## config.mk

```make
export PLATFORM = sky130hd
export DESIGN_NAME = uart_rx_deserializer
export DESIGN_NICKNAME = d
export VERILOG_FILES = /design/src/rtl/uart_rx_deserializer.sv
export SDC_FILE = /design/constraint.sdc
export NUM_CORES = 1
export LEC_CHECK = 0
export ABC_AREA = 1
export CAP_MARGIN = 20
export CELL_PAD_IN_SITES_DETAIL_PLACEMENT = 1
export CELL_PAD_IN_SITES_GLOBAL_PLACEMENT = 1
export CORE_MARGIN = 4
export CORE_UTILIZATION = 26
export CTS_BUF_LIST = sky130_fd_sc_hd__clkbuf_2
export DETAILED_ROUTE_END_ITERATION = 16
export PLACE_DENSITY_LB_ADDON = 0.15
export SLEW_MARGIN = 10
export SYNTH_ARGS = -nofsm -noshare
export SYNTH_HDL_FRONTEND = slang
export SYNTH_SLANG_ARGS = --single-unit
```

## constraint.sdc

```tcl
create_clock -name clk -period 5 [get_ports clk]
set_clock_uncertainty 0.15 [all_clocks]
set_input_delay 0.5 -clock clk [delete_from_list [all_inputs] [get_ports clk]]
set_output_delay 0.5 -clock clk [all_outputs]
set_load 0.02 [all_outputs]
```

## src/rtl/uart_rx_deserializer.sv

```systemverilog
// UART receiver: 8N1 deserializer with stop-bit framing checks and an
// idle-gap end-of-packet detector that arms after each good byte.
module uart_rx_deserializer #(
  parameter int CLKS_PER_BIT = 434,
  parameter int EOP_BITS     = 16
) (
  input  logic       clk,
  input  logic       rst_n,
  input  logic       rx,
  output logic [7:0] data,
  output logic       data_ready,
  output logic       frame_error,
  output logic       endofpacket,
  output logic       idle
);

  localparam int CNT_W     = (CLKS_PER_BIT > 1) ? $clog2(CLKS_PER_BIT) : 1;
  localparam int GAP_CYC   = EOP_BITS * CLKS_PER_BIT;
  localparam int GAP_W     = $clog2(GAP_CYC + 1);

  localparam logic [CNT_W-1:0] HALF_LAST = CNT_W'(CLKS_PER_BIT / 2 - 1);
  localparam logic [CNT_W-1:0] BIT_LAST  = CNT_W'(CLKS_PER_BIT - 1);
  localparam logic [CNT_W-1:0] CNT_ONE   = CNT_W'(1);
  localparam logic [GAP_W-1:0] GAP_LAST  = GAP_W'(GAP_CYC - 1);
  localparam logic [GAP_W-1:0] GAP_MAX   = GAP_W'(GAP_CYC);
  localparam logic [GAP_W-1:0] GAP_ONE   = GAP_W'(1);

  typedef enum logic [2:0] {
    S_IDLE,
    S_START,
    S_DATA,
    S_STOP,
    S_BREAK
  } state_e;

  logic             rx_meta_q;
  logic             rxs_q;
  state_e           state_q;
  logic [CNT_W-1:0] clk_cnt_q;
  logic [2:0]       bit_cnt_q;
  logic [7:0]       shift_q;
  logic [7:0]       data_q;
  logic             data_ready_q;
  logic             frame_error_q;
  logic             eop_q;
  logic             idle_q;
  logic             armed_q;
  logic [GAP_W-1:0] gap_q;

  // Synchronizer resets to the idle (high) line level.
  always_ff @(posedge clk or negedge rst_n) begin
    if (!rst_n) begin
      rx_meta_q <= 1'b1;
      rxs_q     <= 1'b1;
    end else begin
      rx_meta_q <= rx;
      rxs_q     <= rx_meta_q;
    end
  end

  always_ff @(posedge clk or negedge rst_n) begin
    if (!rst_n) begin
      state_q       <= S_IDLE;
      clk_cnt_q     <= '0;
      bit_cnt_q     <= '0;
      shift_q       <= '0;
      data_q        <= '0;
      data_ready_q  <= 1'b0;
      frame_error_q <= 1'b0;
      eop_q         <= 1'b0;
      idle_q        <= 1'b1;
      armed_q       <= 1'b0;
      gap_q         <= '0;
    end else begin
      data_ready_q  <= 1'b0;
      frame_error_q <= 1'b0;
      eop_q         <= 1'b0;
      case (state_q)
        S_IDLE: begin
          if (!rxs_q) begin
            // A new start bit restarts the gap but leaves the detector armed.
            state_q   <= S_START;
            idle_q    <= 1'b0;
            clk_cnt_q <= '0;
            bit_cnt_q <= '0;
            gap_q     <= '0;
          end else if (armed_q) begin
            if (gap_q == GAP_LAST) begin
              gap_q   <= GAP_MAX;
              eop_q   <= 1'b1;
              armed_q <= 1'b0;
            end else begin
              gap_q <= gap_q + GAP_ONE;
            end
          end
        end
        S_START: begin
          if (clk_cnt_q == HALF_LAST) begin
            clk_cnt_q <= '0;
            if (rxs_q) begin
              state_q <= S_IDLE;
              idle_q  <= 1'b1;
            end else begin
              state_q <= S_DATA;
            end
          end else begin
            clk_cnt_q <= clk_cnt_q + CNT_ONE;
          end
        end
        S_DATA: begin
          if (clk_cnt_q == BIT_LAST) begin
            clk_cnt_q <= '0;
            shift_q   <= {rxs_q, shift_q[7:1]};
            bit_cnt_q <= bit_cnt_q + 3'd1;
            if (bit_cnt_q == 3'd7) begin
              state_q <= S_STOP;
            end
          end else begin
            clk_cnt_q <= clk_cnt_q + CNT_ONE;
          end
        end
        S_STOP: begin
          if (clk_cnt_q == BIT_LAST) begin
            clk_cnt_q <= '0;
            if (rxs_q) begin
              data_q       <= shift_q;
              data_ready_q <= 1'b1;
              armed_q      <= 1'b1;
              state_q      <= S_IDLE;
              idle_q       <= 1'b1;
            end else begin
              frame_error_q <= 1'b1;
              armed_q       <= 1'b0;
              state_q       <= S_BREAK;
            end
          end else begin
            clk_cnt_q <= clk_cnt_q + CNT_ONE;
          end
        end
        S_BREAK: begin
          // Line must return high before another frame can begin.
          if (rxs_q) begin
            state_q <= S_IDLE;
            idle_q  <= 1'b1;
          end
        end
        default: begin
          state_q <= S_IDLE;
          idle_q  <= 1'b1;
        end
      endcase
    end
  end

  assign data        = data_q;
  assign data_ready  = data_ready_q;
  assign frame_error = frame_error_q;
  assign endofpacket = eop_q;
  assign idle        = idle_q;

endmodule

```

Word level (Yosys, flattened, before mapping)

Index checks and enable logic that the tools add are counted.

Bits in registers: 51
Input port bits: 3
Output and inout port bits: 12
Logic and storage cells: 85

Add/sub/neg operators: 3
Equality and inequality tests: 16
Multiplexer cells: 39
Bitwise logic cells: 1
Reduce and logical (&&, ||, !) cells: 13

Operators with widths:

| operator                | number |
|---|---|
| $mux W13                | 3 |
| $mux W3                 | 9 |
| $mux W9                 | 3 |
| $pmux W9 S3             | 1 |
| $mux W1                 | 18 |
| $pmux W3 S5             | 1 |
| $ne A2 B2 Y1 const B    | 7 |
| $add A13 B1 Y13 const B | 1 |
| $eq A13 B13 Y1 const B  | 1 |
| $add A9 B1 Y9 const B   | 1 |
| $eq A9 B8 Y1 const B    | 1 |
| $eq A9 B9 Y1 const B    | 1 |
| $reduce_and A3 Y1       | 3 |
| $eq A3 B2 Y1 const B    | 2 |
| $eq A3 B3 Y1 const B    | 2 |
| $pmux W3 S2             | 1 |
| $reduce_and A2 Y1       | 3 |
| $reduce_and A6 Y1       | 1 |
| $pmux W1 S5             | 1 |
| $reduce_and A4 Y1       | 1 |
| $reduce_bool A2 Y1      | 2 |
| $add A3 B1 Y3 const B   | 1 |
| $eq A3 B1 Y1 const B    | 1 |
| $logic_not A3 Y1        | 1 |
| other kinds (6)         | 6 |

Depth between registers and ports, before layout

Gate-level depths: netlist of run 1.

Word-level depth: 5
Depth in mapped cells: 11
Depth with buffers taken out: 10

Worst setup path before layout of run 1

Ideal clock, no wire load.

Path type: reg-to-reg
Start point: register clk_cnt_q[1]
End point: register state_q[1]
Setup time: 65 ps
Arrival: 1,375 ps
Data required time: 4,785 ps
Path slack: 3,410 ps
Cell stages (with the launch flop): 12
Path buffers: 1
Clock period less this slack: 1,590 ps
Cells stage by stage: dfrtp_1 -> inv_1 -> ha_1 -> nand2_2 -> nor2_4 -> nand2_4 -> buf_6 -> nand2_2 -> nand2_1 -> nor2_1 -> nand3_1 -> nand2_1

Longest elaborated chain between the ends: 3
Elaborated cells on any way between the ends: 6
Those cells by class: 5 x eq/ne; 1 x reduce/logical

Ends and longest elaborated chain:

| element                                      | line         | source |
|---|---|---|
| start, declared                              | 39           | `logic [CNT_W-1:0] clk_cnt_q;` |
| start signal, assigned                       | 107          | `clk_cnt_q <= clk_cnt_q + CNT_ONE;` |
| start signal, assigned                       | 119          | `clk_cnt_q <= clk_cnt_q + CNT_ONE;` |
| start signal, assigned                       | 137          | `clk_cnt_q <= clk_cnt_q + CNT_ONE;` |
| $eq A9 B9 Y1 or $eq A9 B8 Y1 (tied branches) | 111, 123, 98 |  |
| $ne A2 B2 Y1 (no line)                       | n/a          |  |
| $reduce_and A6 Y1 (no line) *                | n/a          |  |
| end signal, assigned                         | 116          | `state_q <= S_STOP;` |
| end signal, assigned                         | 129          | `state_q <= S_IDLE;` |
| end signal, assigned                         | 134          | `state_q <= S_BREAK;` |
| end, declared                                | 38           | `state_e state_q;` |

Mark *: on every way between the ends. The rest lies on a longest branch, timed or not.
A chain may end at the register's enable or synchronous reset.

Worst setup path in the final report of run 1

Start point: register idle_q (netlist: idle)
End point: output idle

RTL lines:

| element                | line | source |
|---|---|---|
| start, declared        | 46   | `logic idle_q;` |
| start signal, assigned | 71   | `idle_q <= 1'b1;` |
| start signal, assigned | 83   | `idle_q <= 1'b0;` |
| start signal, assigned | 102  | `idle_q <= 1'b1;` |
| end, declared          | 14   | `output logic idle` |

No word-level cell between the ends.

==> impl_metrics.ini, run 1 <==
[sta]
setup_viol = 0
worst_slew_pin_slew_ns = 0.7067
finalHoldViolations = 0
period_share = 0.4541
layout_min_cycle_time_ns = 2.270
final.setup.tns_ns = 0
slew_violations = 0
rsz0062_at_grt = false
maxSlewHeadroom = 0.5289
max_freq_ghz = 0.4405

[logic_synthesis]
syn_nets = 340
yosysUniqueCellTypes = 29
yosys.area.top_type = dfrtp_1
synth_top_cell_area_share = 0.4490
synth_top_family_by_area = simple AND/OR/NAND/NOR gates
yosys.area_share.simple = 0.3302
synth_ff_type = dfrtp_1
synth_edf_count = 0
synth_compound_area_frac = 0.07905
syn_inst = 331
synth_fa_ha_area_frac = 0.02806
seq_area_frac_synth = 0.4785
synth-xor-area-share = 0.02619
netlist_area_mm2 = 0.002675
synth_seq_cells = 51
synth_area_leaders = dfrtp_1 (45%), nand2_1 (15%), nand3_1 (5.6%)
async_flop_share = 1.000
synth.avg_cell_area_um2 = 8.082
synth_mux_area_frac = 0
synth-warning-count = 0

[placement]
placed_cells = 476
dpl.hpwl_mm = 4.764
io_buffers = 14
dpl_cell_area_mm2 = 0.002957
gp_congestion = 0.7642

[grt]
grt_util_all_layers = 0.1173
met1_usage = 0.1527
grtUsageMet3 = 0.02114
top_usage_layer = met2
grt_pass1_vias = 2319
grt_max_degree = 52
antenna_found_initial = 0
grt_overflow_total = 0
met2_usage = 0.2010
grt_pass1_wl_mm = 11.29

[detailed_routing]
initialDrtViolationCount = 73
drtPass1Iterations = 4
viasPerCell = 4.567
antenna_left = 0
wire_per_inst_um = 13.31
wl_mm = 6.457
drc = 0
route.vias.total = 2215

[cells_and_area]
drive_above_1_share = 0.09659
nNetsFinal = 360
utilization = 0.3037
final_cell_mix = nand2_1 (106), dfrtp_1 (48), inv_1 (30), nand3_1 (30)
syn2layout_area_growth_pct = 12.49
finish.instance_area_mm2 = 0.003009
layout_commonest_cell = nand2_1
antennaDiodeCount = 0
finalNonFillerCells = 485

[clock_tree]
cts_root_buf = clkbuf_2
htree_num_levels = 2
clk_pin_slew_ns = 0.27
cts_buffers = 5
clkSinkCount = 51
post_cts_resized = 0
clkLatencyLatePin_ns = 0.46
hold_buffers = 1
clock_path_buffers = 2
cts_setup_buffers = 0
cts_tree = built

[floorplanning]
io_pins = 15
die_w_um = 109.4
std_cell_rows = 36
die_area_mm2 = 0.01198
die_h_um = 109.4
fp.coreArea_mm2 = 0.009910
start_util = 0.2699

[critical_path]
critPathBufInv = 1
crit_fanout = 3
r2r_cells = 10
cp_cell_sequence = clkdlybuf4s50_1
required_ns = 4.35
crit_family = buffers and inverters
cp.arrival_ns = 1.62
r2r-end = state_q[1]
r2r_start = clk_cnt_q[1]
crit_path_max_incr_delay_ns = 0.62
worst_setup_path_end_kind = primary output
critPathKind = reg -> out
endpoint = idle
cp-startpoint = idle
cp_slowest_cell = clkdlybuf4s50_1
start_kind = flip-flop
rrSetupSlack_ns = 3.03
crit_cells = 1

[worst_hold_path]
hold_class = reg -> reg

[power]
p_total_uw = 603.6
p_leak_uw = 0.001448
cellPowerDensity_mw_per_mm2 = 200.6
irDropWorstVdd_mv = 0.07515

[status]
outcome = completed

[flow_run]
max_cap_viol_count = 0
==> synthesized netlist by cell type, drive strengths merged, types with 5 or more instances <==
master and instances:
nand2 113, o22ai 5, inv 34, ha 6, a21oi 9, o21ai 25, xor2 6, dfrtp 48
nor3 5, nand3 32, nand4 8, nor2 29
==> sequential cells by signal (all words and copies together) (netlist names) <==
register	count
armed_q	1
bit_cnt_q	3
clk_cnt_q	9
data	8
data_ready	1
endofpacket	1
frame_error	1
gap_q	13
idle	1
rx_meta_q	1
rxs_q	1
shift_q	8
state_q	3
==> logic make-up after synthesis <==
| logic type | Yosys count |
|---|---|
| buffers and inverters | 37 |
| AND/OR/NAND/NOR | 189 |
| flip-flops | 51 |
| adder cells (fa/ha/maj) | 6 |
| AO/OA/AOI/OAI | 40 |
| XOR/XNOR | 8 |
==> power by group <==
part           leakage (uW)  internal (uW)  switching, uW
sequential         0.000687            415           1.54
combinational      0.000730           2.37           9.58
clock             0.0000308           34.2            141
total               0.00145            452            152
==> worst register-to-register path, cell delays in order, from the launching register on <==
cell     delay [ns]
dfrtp_1        0.47
inv_1          0.10
ha_1           0.17
nand2_2        0.07
nor2_4         0.18
nand2_4        0.15
nand2_1        0.18
nand2_1        0.14
nor2_1         0.17
nand3_1        0.09
nand2_1        0.07
==> metal layers <==
metal	vias up	routed length, um
li1	1112	-
met1	1088	3109
met2	9	3188
met3	6	85
met4	0	72
met5	-	0
==> worst min path at each step <==
stage                     cells past startpoint  slack [ns]       from        end
after floorplan                               0        0.05      rst_n    armed_q
after global placement                        0        0.20  rx_meta_q      rxs_q
after detailed placement                      0        0.20  rx_meta_q      rxs_q
after CTS                                     1        0.22         rx  rx_meta_q
after global routing                          1        0.22         rx  rx_meta_q
final                                         0        0.23  rx_meta_q      rxs_q
==> through the flow <==
stage / hold WS, ns / worst slack [ns]
3_3_place_gp: 0.1971 / 3.074
5_1_grt: 0.2232 / 2.656
4_1_cts: 0.2243 / 2.674
6_report: 0.2326 / 2.730
3_5_place_dp: 0.2010 / 3.057
2_1_floorplan: 0.05441 / 3.410
==> final cells by class <==
| type | count | area, um^2 |
|---|---|---|
| fill | 1233 | 6900 |
| sequential | 51 | 1280 |
| timing repair buffer | 16 | 152.6 |
| tap | 133 | 166.4 |
| clock inverter | 3 | 17.52 |
| inverter | 34 | 127.6 |
| multi-input combinational | 243 | 1240 |
| clock buffer | 5 | 25.02 |
Power figures use the tool's default switching activity.
==> run 2: changes to the inputs <==
==> constraint.sdc (replaced) <==
create_clock -name clk -period 2.25 [get_ports clk]
set_clock_uncertainty 0.15 [all_clocks]
set_input_delay 0.225 -clock clk [delete_from_list [all_inputs] [get_ports clk]]
set_output_delay 0.225 -clock clk [all_outputs]
set_load 0.02 [all_outputs]
==> run 2 against run 1 <==
Critical path depth is the same. Via count shrank 1.3%. Critical endpoint unchanged. First-iteration DRC count grew 5.5%. Largest power group unchanged. Register-to-register slack lost 2.7 ns. Highest routed layer unchanged. Core utilization grew 0.63 points.
==> impl_metrics.ini, run 2 (synthesis results as in run 1) <==
[status]
outcome = completed

[detailed_routing]
drtPass1Iterations = 4
viasPerCell = 4.463
initialDrtViolationCount = 77
antenna_left = 0
wire_per_inst_um = 13.73
wl_mm = 6.729
drc = 0
route.vias.total = 2187

[sta]
setup_ws_ns = 0.2236
hold_ws_ns = 0.07351
max_freq_ghz = 0.4935
worst_slew_pin_slew_ns = 0.5549
layout_min_cycle_time_ns = 2.026
finalHoldViolations = 0
maxSlewHeadroom = 0.6300
final.setup.tns_ns = 0
rsz0062_at_grt = false
period_share = 0.9006
slew_violations = 0
setup_viol = 0

[power]
irDropWorstVdd_mv = 0.1863
p_total_uw = 1394
cellPowerDensity_mw_per_mm2 = 453.8
p_leak_uw = 0.001479

[placement]
dpl.hpwl_mm = 5.046
place_ws_ns = 0.4056
placed_cells = 480
io_buffers = 14
gp_congestion = 0.7894

[cells_and_area]
nNetsFinal = 365
largest_register_ffs = 13
finalNonFillerCells = 490
max_flop_register = gap_q
layout_commonest_cell = nand2_1
top_regs = gap_q (13), clk_cnt_q (9)
final_cell_mix = nand2_1 (106), dfrtp_1 (48), inv_1 (30), nand3_1 (30)
syn2layout_area_growth_pct = 14.83
drive_above_1_share = 0.1092
antennaDiodeCount = 0

[worst_hold_path]
hold_class = in -> async

[grt]
grt_pass1_wl_mm = 11.49
antenna_found_initial = 0
grt_max_degree = 32
grt_pass1_vias = 2259
grt_overflow_total = 0
grt_util_all_layers = 0.1220

[flow_run]
max_cap_viol_count = 0

[clock_tree]
clk_pin_slew_ns = 0.31
cts_tree = built
clkLatencyLatePin_ns = 0.47
post_cts_resized = 0
clkSinkCount = 51
cts_root_buf = clkbuf_2
cts_setup_buffers = 0
clock_path_buffers = 2
htree_num_levels = 2
cts_buffers = 5

[floorplanning]
die_h_um = 109.4
die_area_mm2 = 0.01198
start_util = 0.2699
die_w_um = 109.4
io_pins = 15
std_cell_rows = 36
fp.coreArea_mm2 = 0.009910

[critical_path]
crit_path_max_incr_delay_ns = 0.62
worst_setup_path_end_kind = primary output
required_ns = 1.88
crit_family = flip-flops
critPathBufInv = 1
crit_cells = 1
cp_cell_sequence = clkdlybuf4s50_1
crit_fanout = 3
start_kind = flip-flop
cp.arrival_ns = 1.65
critPathKind = reg -> out
r2r_cells = 10
cp_slowest_cell = dfstp_2
==> run 2: cell count changes in the layout (fill, tap and decap cells not counted), sizes merged <==
cell         change
buf              +4
clkinv           -2
clkinvlp         +1
dlygate4sd3      +1
inv              +1
==> run 2: area by class of cell <==
cell class                      instances  area [um^2]
Clock buffer                            5        25.02
Clock inverter                          3        27.53
Fill cell                            1215         6838
Inverter                               34        127.6
Multi-Input combinational cell        243         1240
Sequential cell                        51         1280
Tap cell                              133        166.4
Timing Repair Buffer                   21        205.2
==> run 2: per-layer routing <==
metal	wire length (um)	vias to the layer above	GRT usage
met3	113	5	0.01938
met2	3208	12	0.2031
met5	0	-	0
li1	-	1119	-
met1	3346	1051	0.1636
met4	61	0	0.03473
==> run 2: power by group <==
group	total [uW]	internal, uW	switching [uW]	leakage (uW)
Combinational	34.9	9.93	25.0	0.000760
Sequential	925	923	1.17	0.000687
Clock	434	89.3	345	0.0000315
==> run 2: final timing paths <==
path,endpoint,from,slack [ns]
setup / recovery,idle,idle,0.22
hold reg to reg,rxs_q,rx_meta_q,0.23
max in group asynchronous,idle,rst_n,1.22
hold / removal,data[5],rst_n,0.07
setup reg to reg,state_q[2],clk_cnt_q[1],0.35
min in group clk,rxs_q,rx_meta_q,0.23
==> run 2: through the flow <==
stage                       util  cell area [um^2]
after floorplan                -              2675
after global placement    0.3027              2999
after detailed placement  0.3027              2999
after CTS                 0.3100              3072
after global routing      0.3100              3072
final                     0.3100              3072
==> run 2: what timing repair did <==
action	CTS	global route
hold buffers	2	0
endpoints found under the hold margin	51	0
endpoints found under the setup margin	0	0
